`config.mk`:
```
export PLATFORM = sky130hd
export DESIGN_NAME = error_log_fifo_flat
export DESIGN_NICKNAME = d
export VERILOG_FILES = /design/src/rtl/error_log_fifo_if.sv /design/src/rtl/error_log_fifo.sv /design/src/flat_wrapper.sv
export SDC_FILE = /design/constraint.sdc
export NUM_CORES = 1
export LEC_CHECK = 0
export ABC_CLOCK_PERIOD_IN_PS = 61600
export BUFFER_PORTS_ARGS = -buffer_cell sky130_fd_sc_hd__buf_2
export CORE_ASPECT_RATIO = 1.2
export CORE_MARGIN = 2
export CORE_UTILIZATION = 55
export CTS_CLUSTER_SIZE = 30
export DETAILED_ROUTE_END_ITERATION = 16
export HOLD_SLACK_MARGIN = 0.05
export PLACE_DENSITY = 0.73
export SYNTH_ARGS = -nofsm -noshare
export SYNTH_HDL_FRONTEND = slang
export SYNTH_SLANG_ARGS = --single-unit
```
`constraint.sdc`:
```
create_clock -name clk -period 61.6 [get_ports clk]
set_input_delay 9.24 -clock clk [delete_from_list [all_inputs] [get_ports clk]]
set_output_delay 9.24 -clock clk [all_outputs]
set_load 0.02 [all_outputs]
```
`src/rtl/error_log_fifo_if.sv`:
```
// Bundle between the monitor/software side and the error log FIFO.
// The FIFO uses the slave modport; the producer/consumer side uses master.
interface error_log_fifo_if #(
    parameter int unsigned WIDTH = 32,
    parameter int unsigned AW    = 3
);
    logic             i_enable;
    logic [WIDTH-1:0] i_event;
    logic [WIDTH-1:0] i_dut_ia;
    logic [WIDTH-1:0] i_dut_ib;
    logic [WIDTH-1:0] i_dut_os;
    logic             i_pop;
    logic             o_valid;
    logic [WIDTH-1:0] o_log_a;
    logic [WIDTH-1:0] o_log_b;
    logic [WIDTH-1:0] o_log_s;
    logic [WIDTH-1:0] o_log_event;
    logic [WIDTH-1:0] o_log_cycle;
    logic [AW:0]      o_count;
    logic             o_full;
    logic [WIDTH-1:0] o_dropped;

    modport master (
        output i_enable, i_event, i_dut_ia, i_dut_ib, i_dut_os, i_pop,
        input  o_valid, o_log_a, o_log_b, o_log_s, o_log_event, o_log_cycle,
               o_count, o_full, o_dropped
    );

    modport slave (
        input  i_enable, i_event, i_dut_ia, i_dut_ib, i_dut_os, i_pop,
        output o_valid, o_log_a, o_log_b, o_log_s, o_log_event, o_log_cycle,
               o_count, o_full, o_dropped
    );
endinterface

```
`src/rtl/error_log_fifo.sv`:
```
// First-word-fall-through log of non-zero monitor events with operands,
// result and cycle stamp; counts captures lost while the FIFO is full.
module error_log_fifo #(
    parameter int unsigned WIDTH = 32,
    parameter int unsigned DEPTH = 8,
    parameter int unsigned AW    = 3
) (
    input logic               clk,
    input logic               reset,
    error_log_fifo_if.slave   bus
);
    localparam logic [AW:0] DEPTH_C = (AW+1)'(DEPTH);

    typedef struct packed {
        logic [WIDTH-1:0] a;
        logic [WIDTH-1:0] b;
        logic [WIDTH-1:0] s;
        logic [WIDTH-1:0] ev;
        logic [WIDTH-1:0] cyc;
    } entry_t;

    entry_t           mem_q [DEPTH];
    logic [AW-1:0]    wr_ptr_q, wr_ptr_d;
    logic [AW-1:0]    rd_ptr_q, rd_ptr_d;
    logic [AW:0]      count_q, count_d;
    logic [WIDTH-1:0] cycle_q, cycle_d;
    logic [WIDTH-1:0] dropped_q, dropped_d;

    logic valid, full, push_req, push_acc, pop_acc;

    always_comb begin
        valid    = (count_q != '0);
        full     = (count_q == DEPTH_C);
        pop_acc  = bus.i_pop && valid;
        push_req = bus.i_enable && (bus.i_event != '0);
        // A pop in the same cycle frees the slot, so a full FIFO still accepts.
        push_acc = push_req && (!full || pop_acc);

        wr_ptr_d  = push_acc ? wr_ptr_q + 1'b1 : wr_ptr_q;
        rd_ptr_d  = pop_acc  ? rd_ptr_q + 1'b1 : rd_ptr_q;
        cycle_d   = bus.i_enable ? cycle_q + 1'b1 : cycle_q;
        dropped_d = dropped_q;
        if (push_req && !push_acc && (dropped_q != '1)) begin
            dropped_d = dropped_q + 1'b1;
        end

        case ({push_acc, pop_acc})
            2'b10:   count_d = count_q + 1'b1;
            2'b01:   count_d = count_q - 1'b1;
            default: count_d = count_q;
        endcase
    end

    always_ff @(posedge clk) begin
        if (reset) begin
            wr_ptr_q  <= '0;
            rd_ptr_q  <= '0;
            count_q   <= '0;
            cycle_q   <= '0;
            dropped_q <= '0;
        end else begin
            wr_ptr_q  <= wr_ptr_d;
            rd_ptr_q  <= rd_ptr_d;
            count_q   <= count_d;
            cycle_q   <= cycle_d;
            dropped_q <= dropped_d;
        end
    end

    always_ff @(posedge clk) begin
        if (!reset && push_acc) begin
            mem_q[wr_ptr_q] <= '{a: bus.i_dut_ia, b: bus.i_dut_ib, s: bus.i_dut_os,
                                 ev: bus.i_event, cyc: cycle_q};
        end
    end

    // Head is masked while empty so stale storage never reaches software.
    always_comb begin
        bus.o_valid     = valid;
        bus.o_full      = full;
        bus.o_count     = count_q;
        bus.o_dropped   = dropped_q;
        bus.o_log_a     = '0;
        bus.o_log_b     = '0;
        bus.o_log_s     = '0;
        bus.o_log_event = '0;
        bus.o_log_cycle = '0;
        if (valid) begin
            bus.o_log_a     = mem_q[rd_ptr_q].a;
            bus.o_log_b     = mem_q[rd_ptr_q].b;
            bus.o_log_s     = mem_q[rd_ptr_q].s;
            bus.o_log_event = mem_q[rd_ptr_q].ev;
            bus.o_log_cycle = mem_q[rd_ptr_q].cyc;
        end
    end
endmodule
```
`src/flat_wrapper.sv`:
```
// flat-port wrapper written by rule: the top's interface ports become plain ports
module error_log_fifo_flat 
#(
    parameter int unsigned WIDTH = 32,
    parameter int unsigned DEPTH = 8,
    parameter int unsigned AW    = 3
)
  (clk, reset, bus_i_enable, bus_i_event, bus_i_dut_ia, bus_i_dut_ib, bus_i_dut_os, bus_i_pop, bus_o_valid, bus_o_log_a, bus_o_log_b, bus_o_log_s, bus_o_log_event, bus_o_log_cycle, bus_o_count, bus_o_full, bus_o_dropped);
  error_log_fifo_if #(.WIDTH(WIDTH), .AW(AW)) bus_i ();
  input logic clk;
  input logic reset;
  input wire logic [$bits(bus_i.i_enable)-1:0] bus_i_enable;
  input wire logic [$bits(bus_i.i_event)-1:0] bus_i_event;
  input wire logic [$bits(bus_i.i_dut_ia)-1:0] bus_i_dut_ia;
  input wire logic [$bits(bus_i.i_dut_ib)-1:0] bus_i_dut_ib;
  input wire logic [$bits(bus_i.i_dut_os)-1:0] bus_i_dut_os;
  input wire logic [$bits(bus_i.i_pop)-1:0] bus_i_pop;
  output wire logic [$bits(bus_i.o_valid)-1:0] bus_o_valid;
  output wire logic [$bits(bus_i.o_log_a)-1:0] bus_o_log_a;
  output wire logic [$bits(bus_i.o_log_b)-1:0] bus_o_log_b;
  output wire logic [$bits(bus_i.o_log_s)-1:0] bus_o_log_s;
  output wire logic [$bits(bus_i.o_log_event)-1:0] bus_o_log_event;
  output wire logic [$bits(bus_i.o_log_cycle)-1:0] bus_o_log_cycle;
  output wire logic [$bits(bus_i.o_count)-1:0] bus_o_count;
  output wire logic [$bits(bus_i.o_full)-1:0] bus_o_full;
  output wire logic [$bits(bus_i.o_dropped)-1:0] bus_o_dropped;
  assign bus_i.i_enable = bus_i_enable;
  assign bus_i.i_event = bus_i_event;
  assign bus_i.i_dut_ia = bus_i_dut_ia;
  assign bus_i.i_dut_ib = bus_i_dut_ib;
  assign bus_i.i_dut_os = bus_i_dut_os;
  assign bus_i.i_pop = bus_i_pop;
  assign bus_o_valid = bus_i.o_valid;
  assign bus_o_log_a = bus_i.o_log_a;
  assign bus_o_log_b = bus_i.o_log_b;
  assign bus_o_log_s = bus_i.o_log_s;
  assign bus_o_log_event = bus_i.o_log_event;
  assign bus_o_log_cycle = bus_i.o_log_cycle;
  assign bus_o_count = bus_i.o_count;
  assign bus_o_full = bus_i.o_full;
  assign bus_o_dropped = bus_i.o_dropped;
  error_log_fifo #(.WIDTH(WIDTH), .DEPTH(DEPTH), .AW(AW)) u_core (.clk(clk), .reset(reset), .bus(bus_i));
endmodule
```
==> metrics.txt <==
# TYPE chip_impl_metric gauge
chip_impl_metric{name="final_period_utilization",unit="%"} 22.7
chip_impl_metric{name="synth_async_sr_flop_share",unit="%"} 0
chip_impl_metric{name="avgSynthCellArea",unit="um^2"} 21.1
chip_impl_metric{name="syn_inst",unit=""} 2466
chip_impl_metric{name="floorplan.die_area",unit="um^2"} 97000
chip_impl_metric{name="worstSkewPairLatency",unit="ns"} 0.73
chip_impl_info{name="hp-class",value="flop to flop"} 1
chip_impl_metric{name="finalPower",unit="mW"} 2.38
chip_impl_metric{name="global_route.usage.total",unit="%"} 22.8
chip_impl_metric{name="drtIter0Drc",unit=""} 2411
chip_impl_metric{name="post-cts-setup-buffer-count",unit=""} 0
chip_impl_metric{name="die_w",unit="um"} 285
chip_impl_metric{name="synth_enable_flop_cells",unit=""} 1280
chip_impl_metric{name="antenna_violating_nets_post_route",unit=""} 0
chip_impl_metric{name="ctsHoldBuffers",unit=""} 0
chip_impl_metric{name="routed_wire_length_per_instance",unit="um"} 26.1
chip_impl_info{name="criticalPathCategory",value="flop to output pin"} 1
chip_impl_metric{name="drt-vias-per-instance",unit=""} 6.02
chip_impl_metric{name="port-buffer-count",unit=""} 329
chip_impl_metric{name="period_minus_slack",unit="ns"} 13.96
chip_impl_metric{name="cts.path.max_buffers",unit=""} 3
chip_impl_metric{name="setup.reg_to_reg.worst_slack",unit="ns"} 58.01
chip_impl_metric{name="synth_fp_nets",unit=""} 2605
chip_impl_metric{name="synth-seq-cells",unit=""} 1357
chip_impl_metric{name="detail_route.wirelength",unit="um"} 110000
chip_impl_metric{name="yosys.area.top_type_share",unit="%"} 74.0
chip_impl_info{name="rsz0062_at_grt",value="false"} 1
chip_impl_info{name="startpoint_type",value="flop"} 1
chip_impl_metric{name="clock_skew",unit="ns"} 0.0251
chip_impl_metric{name="grt_start_max_net_pins",unit=""} 125
chip_impl_metric{name="num-nets-final",unit=""} 2981
chip_impl_metric{name="weighted_congestion_reported_at_the_end_of_routability_driven_placement",unit=""} 0.773
chip_impl_metric{name="finalHoldWorstSlack",unit="ns"} 0.487
chip_impl_info{name="synth.area.top_cells",value="edfxtp_1 (74%), mux4_2 (14%), mux2i_1 (3.2%), dfxtp_1 (3.0%), nor2_1 (1.7%)"} 1
chip_impl_metric{name="flow.area_growth_from_synthesis",unit="%"} 14.3
chip_impl_metric{name="netlist_area",unit="um^2"} 52000
chip_impl_metric{name="globalRouteOverflowTotal",unit=""} 0
chip_impl_info{name="synth_ff_type",value="edfxtp_1"} 1
chip_impl_metric{name="maxClockFrequency",unit="GHz"} 0.0716
chip_impl_metric{name="grt_first_pass_wirelength",unit="um"} 165000
chip_impl_info{name="clk_root_buffer_cell",value="clkbuf_16"} 1
chip_impl_metric{name="fin_setup_tns",unit="ns"} 0
chip_impl_metric{name="max_cap_violations",unit=""} 0
chip_impl_metric{name="post_synth_num_cell_types",unit=""} 43
chip_impl_metric{name="min_delay_path_depth",unit=""} 2
chip_impl_metric{name="worst_ir_drop_vdd",unit="uV"} 36.2
chip_impl_metric{name="core.rowCount",unit=""} 123
chip_impl_info{name="post-synth-top-count-cell",value="edfxtp_1"} 1
chip_impl_metric{name="total_leakage_power",unit="nW"} 18.7
chip_impl_metric{name="finalSetupViolations",unit=""} 0
chip_impl_metric{name="h-tree-depth",unit=""} 4
chip_impl_metric{name="slew-limit-headroom",unit="%"} 18.3
chip_impl_metric{name="clkTransAtPathRegs",unit="ns"} 0.07
chip_impl_metric{name="floorplan.core_area",unit="um^2"} 93700
chip_impl_info{name="outcome",value="complete, no violations"} 1
chip_impl_metric{name="worstPathRequired",unit="ns"} 52.36
chip_impl_metric{name="cts_sinks",unit=""} 1357
chip_impl_info{name="min_from",value="u_core.rd_ptr_q[1]$_SDFFE_PP0P_"} 1
chip_impl_info{name="synth_top_cells_by_count",value="edfxtp_1 (1280), mux4_2 (320), nor2_1 (240), mux2i_1 (164), dfxtp_1 (77)"} 1
chip_impl_metric{name="cellPowerDensity",unit="nW/um^2"} 40.1
chip_impl_metric{name="grt_pass1_vias",unit=""} 26600
chip_impl_metric{name="initial_core_util",unit="%"} 55.5
chip_impl_info{name="synth_area_leader_cell",value="edfxtp_1"} 1
chip_impl_metric{name="dr_pass1_iterations",unit=""} 5
chip_impl_metric{name="die-height",unit="um"} 341
chip_impl_metric{name="layout-drive-gt1-share",unit="%"} 30.6
chip_impl_metric{name="worst-endpoint-arrival",unit="ns"} 4.72
chip_impl_info{name="critical_path.reg2reg.endpoint",value="u_core.mem_q[4][153]$_DFFE_PP_"} 1
chip_impl_metric{name="antenna_found_initial",unit=""} 13
chip_impl_info{name="end_kind",value="output pin"} 1
chip_impl_metric{name="io_pins",unit=""} 330
chip_impl_info{name="rr_startpoint",value="u_core.bus.o_count[2]$_SDFFE_PP0P_"} 1
chip_impl_metric{name="timing_max_transition_violations_final",unit=""} 0
chip_impl_metric{name="reg2regPathDepth",unit=""} 6
chip_impl_metric{name="cts_made_buffers",unit=""} 132
chip_impl_metric{name="postLayoutCoreUtil",unit="%"} 63.4
chip_impl_metric{name="num_vias",unit=""} 25300
chip_impl_metric{name="path_max_fanout",unit=""} 52
chip_impl_metric{name="cts_repair_resize_count",unit=""} 0
chip_impl_metric{name="yosysSeqAreaShare",unit="%"} 76.9
chip_impl_metric{name="dp_hpwl",unit="um"} 57900
chip_impl_metric{name="yosysWarningCount",unit=""} 0
chip_impl_metric{name="drc",unit=""} 0
chip_impl_metric{name="timing.final.hold_violations",unit=""} 0
chip_impl_info{name="tritoncts_clock_tree",value="done"} 1
chip_impl_metric{name="tightestPinTransition",unit="ns"} 1.22
==> critical path, stage by stage, from the launching register on <==
cell     delay (ns)
dfxtp_4        0.99
buf_4          0.85
buf_4          0.90
mux4_2         0.61
mux2i_1        0.27
nor2_1         0.07
buf_2          0.18
==> cells by family (layout without fill, tap and decap cells) <==
kind of cell               count (synthesis)  count (layout)  share of synthesized area (%)
muxes                                    486             486                           17.1
DFF                                     1357            1357                           76.9
adders and majority gates                  7               7                          0.183
other                                      0               4                              0
and+or+nand+nor                          390             390                           3.42
xor gates and xnor gates                  59              59                          0.994
buffers and inverters                    137             611                           1.04
AOI/OAI and AO/OA                         30              30                          0.368
==> registers in the layout, summed over array words and instances, names as in the netlist, named ones only <==
name / count
u_core.bus.o_count: 4
u_core.cycle_q: 32
u_core.mem_q: 1280
u_core.wr_ptr_q: 3
u_core.rd_ptr_q: 3
u_core.bus.o_dropped: 32
==> power by group <==
part | internal [mW] | total (mW) | leakage, nW | switching [mW]
Sequential | 1.03 | 1.04 | 12.1 | 0.0177
Combinational | 0.212 | 0.541 | 4.54 | 0.329
Clock | 0.458 | 0.798 | 2.09 | 0.340
==> routing by layer <==
layer	track usage, %	vias up	routed length [um]
li1	-	10800	-
met1	31.1	13400	44600
met2	38.0	898	55800
met3	4.46	167	6930
met4	6.62	12	2300
met5	0	-	69
==> cells in the final DEF, fill, tap and decap left out, types with 17 or more instances in the layout <==
master	synthesis	routed
nand2_1	26	26
edfxtp_1	1280	1280
nor2_1	240	238
buf_4	0	31
clkbuf_1	63	23
nor3_1	18	18
mux2i_1	164	164
clkinv_1	0	17
dfxtp_1	77	74
buf_2	23	329
nand3_1	30	30
clkbuf_16	0	133
xnor2_1	41	41
mux4_2	320	320
xor2_1	18	18
nand4_1	18	18
clkinv_2	0	21
==> worst max-delay path by stage <==
stage,startpoint,to,slack [ns]
6_report,flop,bus_o_log_event[2],47.64
3_3_place_gp,flop,bus_o_log_event[4],48.30
4_1_cts,flop,bus_o_log_event[2],47.38
2_1_floorplan,bus_i_event[28],u_core.mem_q[4][0]$_DFFE_PP_,34.31
5_1_grt,flop,bus_o_log_event[2],47.12
3_5_place_dp,flop,bus_o_log_event[2],48.21
==> metrics by stage <==
step | area [um^2] | worst slack (ns) | cells
floorplan | 52000 | 34.31 | 2466
global placement | 55100 | 48.30 | 3958
detailed placement | 55100 | 48.21 | 3958
CTS | 59400 | 47.38 | 4190
global route | 59400 | 47.12 | 4192
finish | 59400 | 47.64 | 4194
==> cell type report <==
class / count / area, um^2
Sequential cell: 1357 / 40000
Fill cell: 6234 / 34300
Multi-Input combinational cell: 972 / 11500
Clock buffer: 158 / 3440
Timing Repair Buffer: 366 / 2000
Tap cell: 1250 / 1560
Clock inverter: 74 / 853
Inverter: 13 / 48.8
Antenna cell: 4 / 10.0
No activity file was read; power rests on OpenSTA's default activity.
